## src/rtl/series_controller_pkg.sv

```systemverilog
// Shared definitions for the series-evaluation control unit.
// Provides the state encoding (also used by the bench for state checks),
// the packed strobe bundle driven to the datapath, and its per-state decode.
package series_controller_pkg;

  localparam int unsigned STATE_W = 3;

  typedef enum logic [STATE_W-1:0] {
    IDLE  = 3'd0,
    INIT  = 3'd1,
    MULX  = 3'd2,
    MULC  = 3'd3,
    CHECK = 3'd4,
    ACC   = 3'd5,
    DONE  = 3'd6
  } state_e;

  // Control strobes towards the datapath plus handshake flags
  typedef struct packed {
    logic ready;
    logic done;
    logic count_en;
    logic iz_count;
    logic ldx;
    logic ldy;
    logic iz_a;
    logic lda;
    logic select_lut;
    logic select_x2;
    logic iz_tff;
    logic enable_tff;
    logic iz_r;
    logic ldr;
  } ctrl_t;

  localparam ctrl_t CTRL_RESET = '{ready: 1'b1, default: 1'b0};

  // Moore decode: the strobe set owned by each state
  function automatic ctrl_t decode_state(input state_e s);
    ctrl_t c;
    c = '0;
    case (s)
      IDLE: c.ready = 1'b1;
      INIT: begin
        c.iz_count = 1'b1;
        c.iz_a     = 1'b1;
        c.iz_tff   = 1'b1;
        c.iz_r     = 1'b1;
        c.ldx      = 1'b1;
        c.ldy      = 1'b1;
      end
      MULX: begin
        c.select_x2 = 1'b1;
        c.lda       = 1'b1;
      end
      MULC: begin
        c.select_lut = 1'b1;
        c.lda        = 1'b1;
      end
      CHECK: c = '0;
      ACC: begin
        c.ldr        = 1'b1;
        c.enable_tff = 1'b1;
        c.count_en   = 1'b1;
      end
      DONE:    c.done = 1'b1;
      default: c = '0;
    endcase
    return c;
  endfunction

endpackage

```

## src/rtl/series_controller.sv

```systemverilog
// Control unit for the series-evaluation datapath.
// Sequences load/init/select/count strobes term by term after a start request,
// finishing when the datapath reports stop (in CHECK) or co (in ACC).
// Ports:
//   clk, rst (async active-low)
//   start  : level request, sampled in IDLE only
//   stop   : current term exceeds y (sampled in CHECK)
//   co     : LUT counter wrap (sampled in ACC)
//   count_en, iz_count, LdX, LdY, iz_A, LdA, select_lut, select_x2,
//   iz_TFF, enable_TFF, iz_R, LdR : datapath strobes
//   ready  : high in IDLE;  done : high for DONE_HOLD cycles at completion
module series_controller
  import series_controller_pkg::*;
#(
  parameter int unsigned DONE_HOLD = 1
) (
  input  logic clk,
  input  logic rst,
  input  logic start,
  input  logic stop,
  input  logic co,
  output logic count_en,
  output logic iz_count,
  output logic LdX,
  output logic LdY,
  output logic iz_A,
  output logic LdA,
  output logic select_lut,
  output logic select_x2,
  output logic iz_TFF,
  output logic enable_TFF,
  output logic iz_R,
  output logic LdR,
  output logic ready,
  output logic done
);

  localparam int unsigned HOLD_W = (DONE_HOLD > 1) ? $clog2(DONE_HOLD) : 1;

  state_e              r_state;
  state_e              w_state_next;
  logic [HOLD_W-1:0]   r_hold;
  logic [HOLD_W-1:0]   w_hold_next;
  ctrl_t               r_ctrl;
  ctrl_t               w_ctrl_next;

  // State, DONE down-counter and strobe registers
  always_ff @(posedge clk or negedge rst) begin
    if (!rst) begin
      r_state <= IDLE;
      r_hold  <= '0;
      r_ctrl  <= CTRL_RESET;
    end else begin
      r_state <= w_state_next;
      r_hold  <= w_hold_next;
      r_ctrl  <= w_ctrl_next;
    end
  end

  // Next state; strobes are the decode of the next state so the registered
  // outputs always equal the decode of the registered state
  always_comb begin
    w_state_next = r_state;
    w_hold_next  = r_hold;
    case (r_state)
      IDLE:  if (start) w_state_next = INIT;
      INIT:  w_state_next = MULX;
      MULX:  w_state_next = MULC;
      MULC:  w_state_next = CHECK;
      CHECK: begin
        if (stop) begin
          w_state_next = DONE;
          w_hold_next  = HOLD_W'(DONE_HOLD - 1);
        end else begin
          w_state_next = ACC;
        end
      end
      ACC: begin
        if (co) begin
          w_state_next = DONE;
          w_hold_next  = HOLD_W'(DONE_HOLD - 1);
        end else begin
          w_state_next = MULX;
        end
      end
      DONE: begin
        if (r_hold == '0) w_state_next = IDLE;
        else              w_hold_next  = r_hold - HOLD_W'(1);
      end
      default: w_state_next = IDLE;
    endcase
    w_ctrl_next = decode_state(w_state_next);
  end

  assign count_en   = r_ctrl.count_en;
  assign iz_count   = r_ctrl.iz_count;
  assign LdX        = r_ctrl.ldx;
  assign LdY        = r_ctrl.ldy;
  assign iz_A       = r_ctrl.iz_a;
  assign LdA        = r_ctrl.lda;
  assign select_lut = r_ctrl.select_lut;
  assign select_x2  = r_ctrl.select_x2;
  assign iz_TFF     = r_ctrl.iz_tff;
  assign enable_TFF = r_ctrl.enable_tff;
  assign iz_R       = r_ctrl.iz_r;
  assign LdR        = r_ctrl.ldr;
  assign ready      = r_ctrl.ready;
  assign done       = r_ctrl.done;

endmodule

```

## config.mk

```make
export PLATFORM = sky130hd
export DESIGN_NAME = series_controller
export DESIGN_NICKNAME = d
export VERILOG_FILES = /design/src/rtl/series_controller_pkg.sv /design/src/rtl/series_controller.sv
export SDC_FILE = /design/constraint.sdc
export NUM_CORES = 1
export LEC_CHECK = 0
export ABC_AREA = 1
export BUFFER_PORTS_ARGS = -buffer_cell sky130_fd_sc_hd__clkbuf_2
export CORE_AREA = 2 2 39 41
export DETAILED_ROUTE_END_ITERATION = 12
export DIE_AREA = 0 0 41 43
export REMOVE_ABC_BUFFERS = 1
export SETUP_SLACK_MARGIN = 0.15
export SYNTH_ARGS = -nofsm -noshare
export SYNTH_HDL_FRONTEND = slang
export SYNTH_SLANG_ARGS = --single-unit
```

## constraint.sdc

```tcl
create_clock -name clk -period 2.4 [get_ports clk]
set_clock_uncertainty 0.05 [all_clocks]
set_input_delay 0.24 -clock clk [delete_from_list [all_inputs] [get_ports clk]]
set_output_delay 0.24 -clock clk [all_outputs]
set_load 0.02 [all_outputs]
```

==> Yosys cells after proc, flatten, opt, wreduce, memory -nomap -nowiden <==
Index checks and enable logic that the tools add are counted.
{ "classes": {"addsub": 1, "eq_ne": 13, "mux": 17, "n_reduce_logical": 5} }
{ "op_table": {"columns": ["op", "n"], "rows": [
  ["$pmux 3 s7", 1],
  ["$eq 3x3->1 const B", 5],
  ["$eq 3x2->1 const B", 4],
  ["$mux 1", 10],
  ["$mux 3", 3],
  ["$eq 3x1->1 const B", 2],
  ["$logic_not 3->1", 2],
  ["$mux 4", 1],
  ["$ne 2x2->1 const B", 2],
  ["$pmux 1 s3", 1],
  ["$reduce_and 3->1", 1],
  ["$reduce_bool 3->1", 1],
  ["$mux 2", 1],
  ["$reduce_or 2->1", 1],
  ["$sub 1x1->1 const B", 1]
]} }
{ "totals": {"regBits": 15, "inputBits": 5, "word_cells": 49} }

==> Logic depth before layout (Yosys ltp) <==
Gate-level depths: netlist of run 1.
{ "depth": {"word_depth": 5, "depth_mapped": 6, "mapped_depth_nobuf": 6} }

==> Least setup slack after synthesis of run 1 <==
OpenSTA, ideal clock, no wires.
{ "synth_path": {"path_kind": "flip-flop to flip-flop", "from": "register r_state[0]", "to": "register r_ctrl (netlist bit select_x2)", "arrival_time_ps": 893, "t_required_ps": 2230, "slack_ps": 1337, "stages_incl_launch_ff": 5, "path_buffers": 0, "period_less_slack_ps": 1063, "path_cell_list": "dfrtp_1 nor2_1 nand2_1 o21ai_4 nor2_2"} }
{ "synth_rtl": {"columns": ["item", "line_no", "rtl"], "rows": [
  ["start, declared", "series_controller.sv:40", "state_e r_state;"],
  ["start signal, assigned", "series_controller.sv:54", "r_state <= w_state_next;"],
  ["end signal, assigned", "series_controller.sv:56", "r_ctrl <= w_ctrl_next;"],
  ["end, declared", "series_controller.sv:44", "ctrl_t r_ctrl;"]
]} }

==> Worst setup path after layout of run 1 <==
{ "layout_path": {"from": "register r_ctrl (netlist bit ready)", "to": "output ready"} }
{ "layout_rtl": {"columns": ["item", "line_no", "rtl"], "rows": [
  ["end, declared", "series_controller.sv:34", "output logic ready,"]
]} }
No word-level cell between the ends.

==> results.tsv, run 1 <==
stage	metric	value	unit
status	status	complete, no violations	
routing	Final ANT Viol Nets	0	
hold_path	Worst Hold End	LdR	
hold_path	hold crit path type	input port to register	
sta	Least-Margin Pin Slew	325.9	ps
sta	RSZ-0062 raised after global routing	false	
grt	vias in the first global route	306	
cells_and_area	ant diodes	0	
power	P_leak	0.3130	nW
routing	DRC viols	0	
clock_tree	Worst-Skew Late Latency	260	ps
cells_and_area	Fill cells	137	
critical_path	worst path arrival time	930	ps
clock_tree	TritonCTS clock tree	yes	
power	Final Power	0.8306	mW
critical_path	RR Startpoint	r_state[0]	
clock_tree	clock root buffer master	clkbuf_4	
clock_tree	H-tree levels	1	
critical_path	CP peak stage delay	520	ps
sta	Max Clock Freq	821.5	MHz
hold_path	worst hold start	stop	
synth	synthesized flop and latch total	10	
routing	Vias per Instance	4.303	
place	hpwl dp	569.9	microns
floorplanning	core area	1384	sq um
flow_run	number of max-cap violations	0	
sta	hold slack	155.7	ps
critical_path	CP Buf/Inv Count	1	
routing	total number of vias	327	
cells_and_area	layout cell share with drive strength beyond 1	50.00	%
clock_tree	total setup buffers inserted after CTS	0	
hold_path	Hold Path Stages	2	
grt	GRT overflow	0	
critical_path	Startpoint Class	register	
critical_path	crit-path leading delay family	flip-flops	
place	placed cell area	503.0	sq um
synth	mapped cell area	445.4	sq um
place	GPL Wtd Cong	0.7136	
floorplanning	IO Count	19	
clock_tree	Worst-path clk slew	70	ps
synth	Syn Area/Cell	10.12	sq um
sta	Max-Slew Margin vs Limit	78.04	%
clock_tree	TritonCTS buffer count	3	
floorplanning	# rows	14	
routing	Iter 0 DRT Violations	0	
power	PD cells	1512	nW/um^2
critical_path	worst r2r path cells	4	
floorplanning	Initial Util	32.19	%
synth	post-synthesis cell count	44	
critical_path	Required @ worst endpoint	2110	ps
place	I/O Buffers	18	
routing	drt wl/cell	9.513	microns
critical_path	Crit. End Element	output pin	
synth	Ys Warns	0	
floorplanning	Die W	41	microns
synth	synth unique cells	14	
grt	first-pass GRT wire length	1124	microns
grt	initial antenna violation count	0	
critical_path	r2r setup slk	1230	ps
floorplanning	die span in y	43	microns
critical_path	crit path kind	register to output pin	
sta	Slew Limit Fails	0	
critical_path	maximum fanout along the worst path	1	
sta	final hold vios	0	
routing	final WL	723	microns
clock_tree	TritonCTS Sinks	10	
routing	drt pass-1 iters	1	
grt	pin count of the biggest net entering global routing	11	
grt	GRT Overall Usage	10.15	%
sta	setup violators final	0	
power	Worst VDD drop	0.4646	mV
sta	Post-Route Setup TNS	0	ps
critical_path	R2R Path End	select_x2	
floorplanning	die area	1763	sq um
critical_path	sequence of cells on the critical path	clkbuf_2	
cells_and_area	Final #Nets	66	
cells_and_area	Area Growth Syn to Fin	23.31	%
cells_and_area	cell area after layout	549.3	sq um
cells_and_area	FF+latch area	251.5	sq um
synth	sequential share of the synthesized area	56.46	%
cells_and_area	multi-input logic area	122.6	sq um
sta	fin crit period	1217	ps
sta	period utilization	50.72	%
critical_path	slowest CP cell	dfstp_2	
clock_tree	CTS max path bufs	2	
==> power by group <==
group	total, mW	internal [mW]	switching [mW]	leakage, nW
Sequential	0.294	0.240	0.0535	0.126
Clock	0.149	0.0919	0.0571	0.0210
Combinational	0.388	0.129	0.258	0.166
Total	0.831	0.462	0.369	0.313
==> worst max path at each step <==
stage	from	end	slack [ps]	depth (start not counted)
finish	ready	ready	1180	1
global route	iz_R	iz_R	1140	1
CTS	ready	ready	1160	1
detailed placement	r_state[0]	select_x2	1250	4
global placement	r_state[0]	select_x2	1290	4
floorplan	iz_R	LdX	1110	0
==> Yosys cell counts (all sizes together) <==
library cell | n | area [sq um]
inv | 5 | 18.76
a21oi | 1 | 8.760
dfstp | 1 | 26.28
buf | 7 | 52.55
nand2 | 8 | 35.03
dfrtp | 9 | 225.2
o21ai | 3 | 26.28
nor2 | 8 | 35.03
nor3b | 1 | 7.510
o211a | 1 | 10.01
==> flip-flops by register name (all words and copies together), names as in the netlist <==
register and flops:
LdA 1, LdR 1, done 1, iz_R 1, r_state 3, ready 1
select_lut 1, select_x2 1
==> kinds of logic after synthesis <==
| kind of cell | count (synthesis) | share of synthesized area [%] |
|---|---|---|
| and+or+nand+nor | 17 | 17.41 |
| buffers and inverters | 12 | 16.01 |
| DFF | 10 | 56.46 |
| AOI/OAI and AO/OA | 5 | 10.11 |
==> metrics by stage <==
| step | worst slack [ps] | utilization (%) | instances |
|---|---|---|---|
| 2_1_floorplan | 1108 | - | 37 |
| 3_3_place_gp | 1288 | 36.35 | 71 |
| 3_5_place_dp | 1249 | 36.35 | 71 |
| 4_1_cts | 1164 | 39.69 | 76 |
| 5_1_grt | 1141 | 39.69 | 76 |
| 6_report | 1183 | 39.69 | 76 |
==> routing by layer <==
| layer | vias up | share of wire, % | track usage (%) |
|---|---|---|---|
| li1 | 159 | - | - |
| met1 | 152 | 37 | 9.000 |
| met2 | 14 | 53 | 16.25 |
| met3 | 2 | 7.9 | 3.141 |
| met4 | 0 | 1.9 | 10.00 |
| met5 | - | 0 | 0 |
==> layout make-up <==
class / instances / area share, %
clock buffer: 4 / 6.606
inverter: 5 / 3.417
multi-input combinational: 22 / 22.32
sequential: 10 / 45.79
tap: 16 / 3.645
timing repair buffer: 19 / 18.22
==> cell usage in the layout (no fill, tap or decap), types with 2 or more instances in the layout <==
master | netlist | final
nand2_1 | 6 | 6
clkbuf_4 | 0 | 3
dfrtp_1 | 9 | 9
clkbuf_2 | 0 | 18
nand2_2 | 2 | 2
nor2_2 | 2 | 2
o21ai_0 | 2 | 2
inv_1 | 4 | 4
nor2_1 | 6 | 6
==> repair_timing <==
action	4_1_cts	5_1_grt
endpoints found under the hold margin	9	0
hold buffers	1	0
resized for setup	0	0
No activity file was read; power rests on OpenSTA's default activity.
==> run 2, diff against run 1 <==
- clock period: 2.4 -> 1.2 ns (I/O delays scaled with it)
==> run 2 against run 1 <==
  * Clock power increased by 100%
  * Utilization increased by 8.0 points
  * Die area unchanged
  * Setup slack got worse by 1100 ps
  * Routed wire length increased by 16%
  * Count of clock-buffer cells in the layout unchanged
  * Critical path depth increased by 4
  * Flip-flop and latch count unchanged
  * Final cell count increased by 5.3%
  * Sequential power increased by 120%
  * First-iteration DRC count unchanged
  * Total power increased by 150%
  * Largest cell class unchanged
==> results.tsv, run 2 (synthesis results as in run 1) <==
stage	metric	value	unit	change
sta	setup violators final	0		unchanged
critical_path	Required @ worst endpoint	1300	ps	-810 ps
grt	vias in the first global route	332		+8.5%
clock_tree	CTS max path bufs	2		unchanged
hold_path	hold crit path type	input port to register		
routing	total number of vias	347		+6.1%
clock_tree	TritonCTS clock tree	yes		
floorplanning	IO Count	19		unchanged
clock_tree	H-tree levels	1		unchanged
cells_and_area	Biggest register	r_state		
hold_path	Hold Path Stages	2		unchanged
grt	GRT Overall Usage	11.17	%	+1.0 points
sta	period utilization	90.55	%	
sta	Post-Route Setup TNS	0	ps	unchanged
critical_path	Startpoint Class	register		
critical_path	slowest CP cell	dfrtp_2		
hold_path	worst hold start	stop		
cells_and_area	ant diodes	0		unchanged
cells_and_area	FF+latch area	256.5	sq um	+2.0%
sta	Slew Limit Fails	0		unchanged
clock_tree	TritonCTS Sinks	10		unchanged
sta	final hold vios	0		unchanged
cells_and_area	commonest non-fill, non-tap cells in the layout	11 x clkbuf_2, 5 x dfrtp_1, 5 x nor2_1		
power	P_leak	0.3441	nW	+9.9%
grt	first-pass GRT wire length	1235	microns	+9.9%
critical_path	crit path kind	register to register		
sta	Max Clock Freq	920.3	MHz	
critical_path	maximum fanout along the worst path	6		+5
clock_tree	TritonCTS buffer count	3		unchanged
sta	fin crit period	1087	ps	
routing	met3 wire length	47	microns	-18%
floorplanning	die area	1763	sq um	unchanged
cells_and_area	Fill cells	132		-3.6%
cells_and_area	layout cell share with drive strength beyond 1	68.75	%	+19 points
power	Final Power	2.042	mW	+150%
cells_and_area	commonest non-fill, non-tap cell in the layout	clkbuf_2		
place	hpwl dp	563.9	microns	-1.1%
cells_and_area	multi-input logic area	138.9	sq um	+13%
sta	RSZ-0062 raised after global routing	true		
floorplanning	die span in y	43	microns	unchanged
critical_path	CP peak stage delay	440	ps	-80 ps
clock_tree	Worst-Skew Late Latency	260	ps	about the same
floorplanning	core area	1384	sq um	unchanged
grt	pin count of the biggest net entering global routing	11		unchanged
sta	Least-Margin Pin Slew	252.7	ps	-73.20 ps
grt	initial antenna violation count	0		unchanged
place	I/O Buffers	18		unchanged
critical_path	worst r2r path cells	5		+1
power	PD cells	3097	nW/um^2	+100%
clock_tree	Worst-path clk slew	70	ps	about the same
floorplanning	Die W	41	microns	unchanged
critical_path	sequence of cells on the critical path	buf_4 > nor2_1 > o21ai_2 > o21ai_4 > nor2_2		
routing	highest routed metal layer	met4		
routing	drt wl/cell	10.46	microns	+10%
cells_and_area	Final #Nets	70		+6.1%
critical_path	worst path arrival time	1190	ps	+260 ps
sta	hold slack	27.70	ps	-128.0 ps
sta	Max-Slew Margin vs Limit	83.15	%	+5.1 points
cells_and_area	Area Growth Syn to Fin	48.03	%	
hold_path	Worst Hold End	LdR		
routing	DR WL met2	506	microns	+32%
routing	drt pass-1 iters	1		unchanged
critical_path	R2R Path End	select_x2		
grt	GRT overflow	0		unchanged
routing	DRC viols	0		unchanged
routing	Iter 0 DRT Violations	0		unchanged
cells_and_area	max reg flops	3		unchanged
critical_path	r2r setup slk	110	ps	-1120 ps
floorplanning	# rows	14		unchanged
critical_path	RR Startpoint	r_state[2]		
routing	met1 wire length	267	microns	-0.37%
place	GPL Wtd Cong	0.7141		about the same
floorplanning	Initial Util	32.19	%	unchanged
routing	Vias per Instance	4.338		+0.81%
flow_run	number of max-cap violations	0		unchanged
clock_tree	clock root buffer master	clkbuf_4		
status	status	complete, no violations		
routing	Final ANT Viol Nets	0		unchanged
power	Worst VDD drop	0.9561	mV	+110%
critical_path	Crit. End Element	register		
routing	final WL	837	microns	+16%
==> run 2: cell count changes in the layout (fill, tap and decap cells not counted), sizes merged <==
cell and change:
buf +11, clkbuf -7
==> run 2: metrics by stage <==
stage	setup WS, ps	utilization [%]	cell area (sq um)	instances
floorplan	27.66	-	392.9	37
global placement	86.66	36.35	503.0	71
detailed placement	51.23	36.35	503.0	71
CTS	96.56	44.39	614.3	78
global route	55.36	47.65	659.4	80
finish	113.4	47.65	659.4	80
==> run 2: cell type report <==
type | count | share of cell area (%)
inverter | 5 | 2.846
tap | 16 | 3.036
sequential | 10 | 38.90
clock buffer | 4 | 5.503
multi-input combinational | 22 | 21.06
timing repair buffer | 23 | 28.65
==> run 2: per-layer routing <==
layer,vias to the layer above,GRT usage (%)
li1,170,-
met1,161,9.000
met2,14,19.38
met3,2,3.141
met4,0,10.00
met5,-,0
==> run 2: where the power goes <==
group | switching (mW) | internal, mW
clock network | 0.115 | 0.184
registers | 0.157 | 0.494
logic | 0.572 | 0.521
==> run 2: worst max path at each step <==
stage                     startpoint         to  slack, ps  cells after the start
after detailed placement  r_state[0]  select_x2         50                      4
after CTS                      ready      ready        100                      1
final                     r_state[2]  select_x2        110                      5
after global routing      r_state[0]      ready         60                      5
after floorplan                 iz_R        LdX         30                      0
after global placement    r_state[0]  select_x2         90                      4
==> run 2: critical path: cells and delay by family (launching register included) <==
family	cells	cell delay (ps)
AO/OA/AOI/OAI	2	170
buffers and inverters	1	150
flip-flops	1	440
AND/OR/NAND/NOR	2	170
==> run 2: what timing repair did <==
item                                    in CTS  in global routing
endpoints found under the setup margin      11                 13
cloned                                       0                  0
gates resized for setup                     18                 16
endpoints found under the hold margin       10                  0
hold buffers                                 1                  0
buffers inserted                             2                  2
pin swaps                                    5                  2
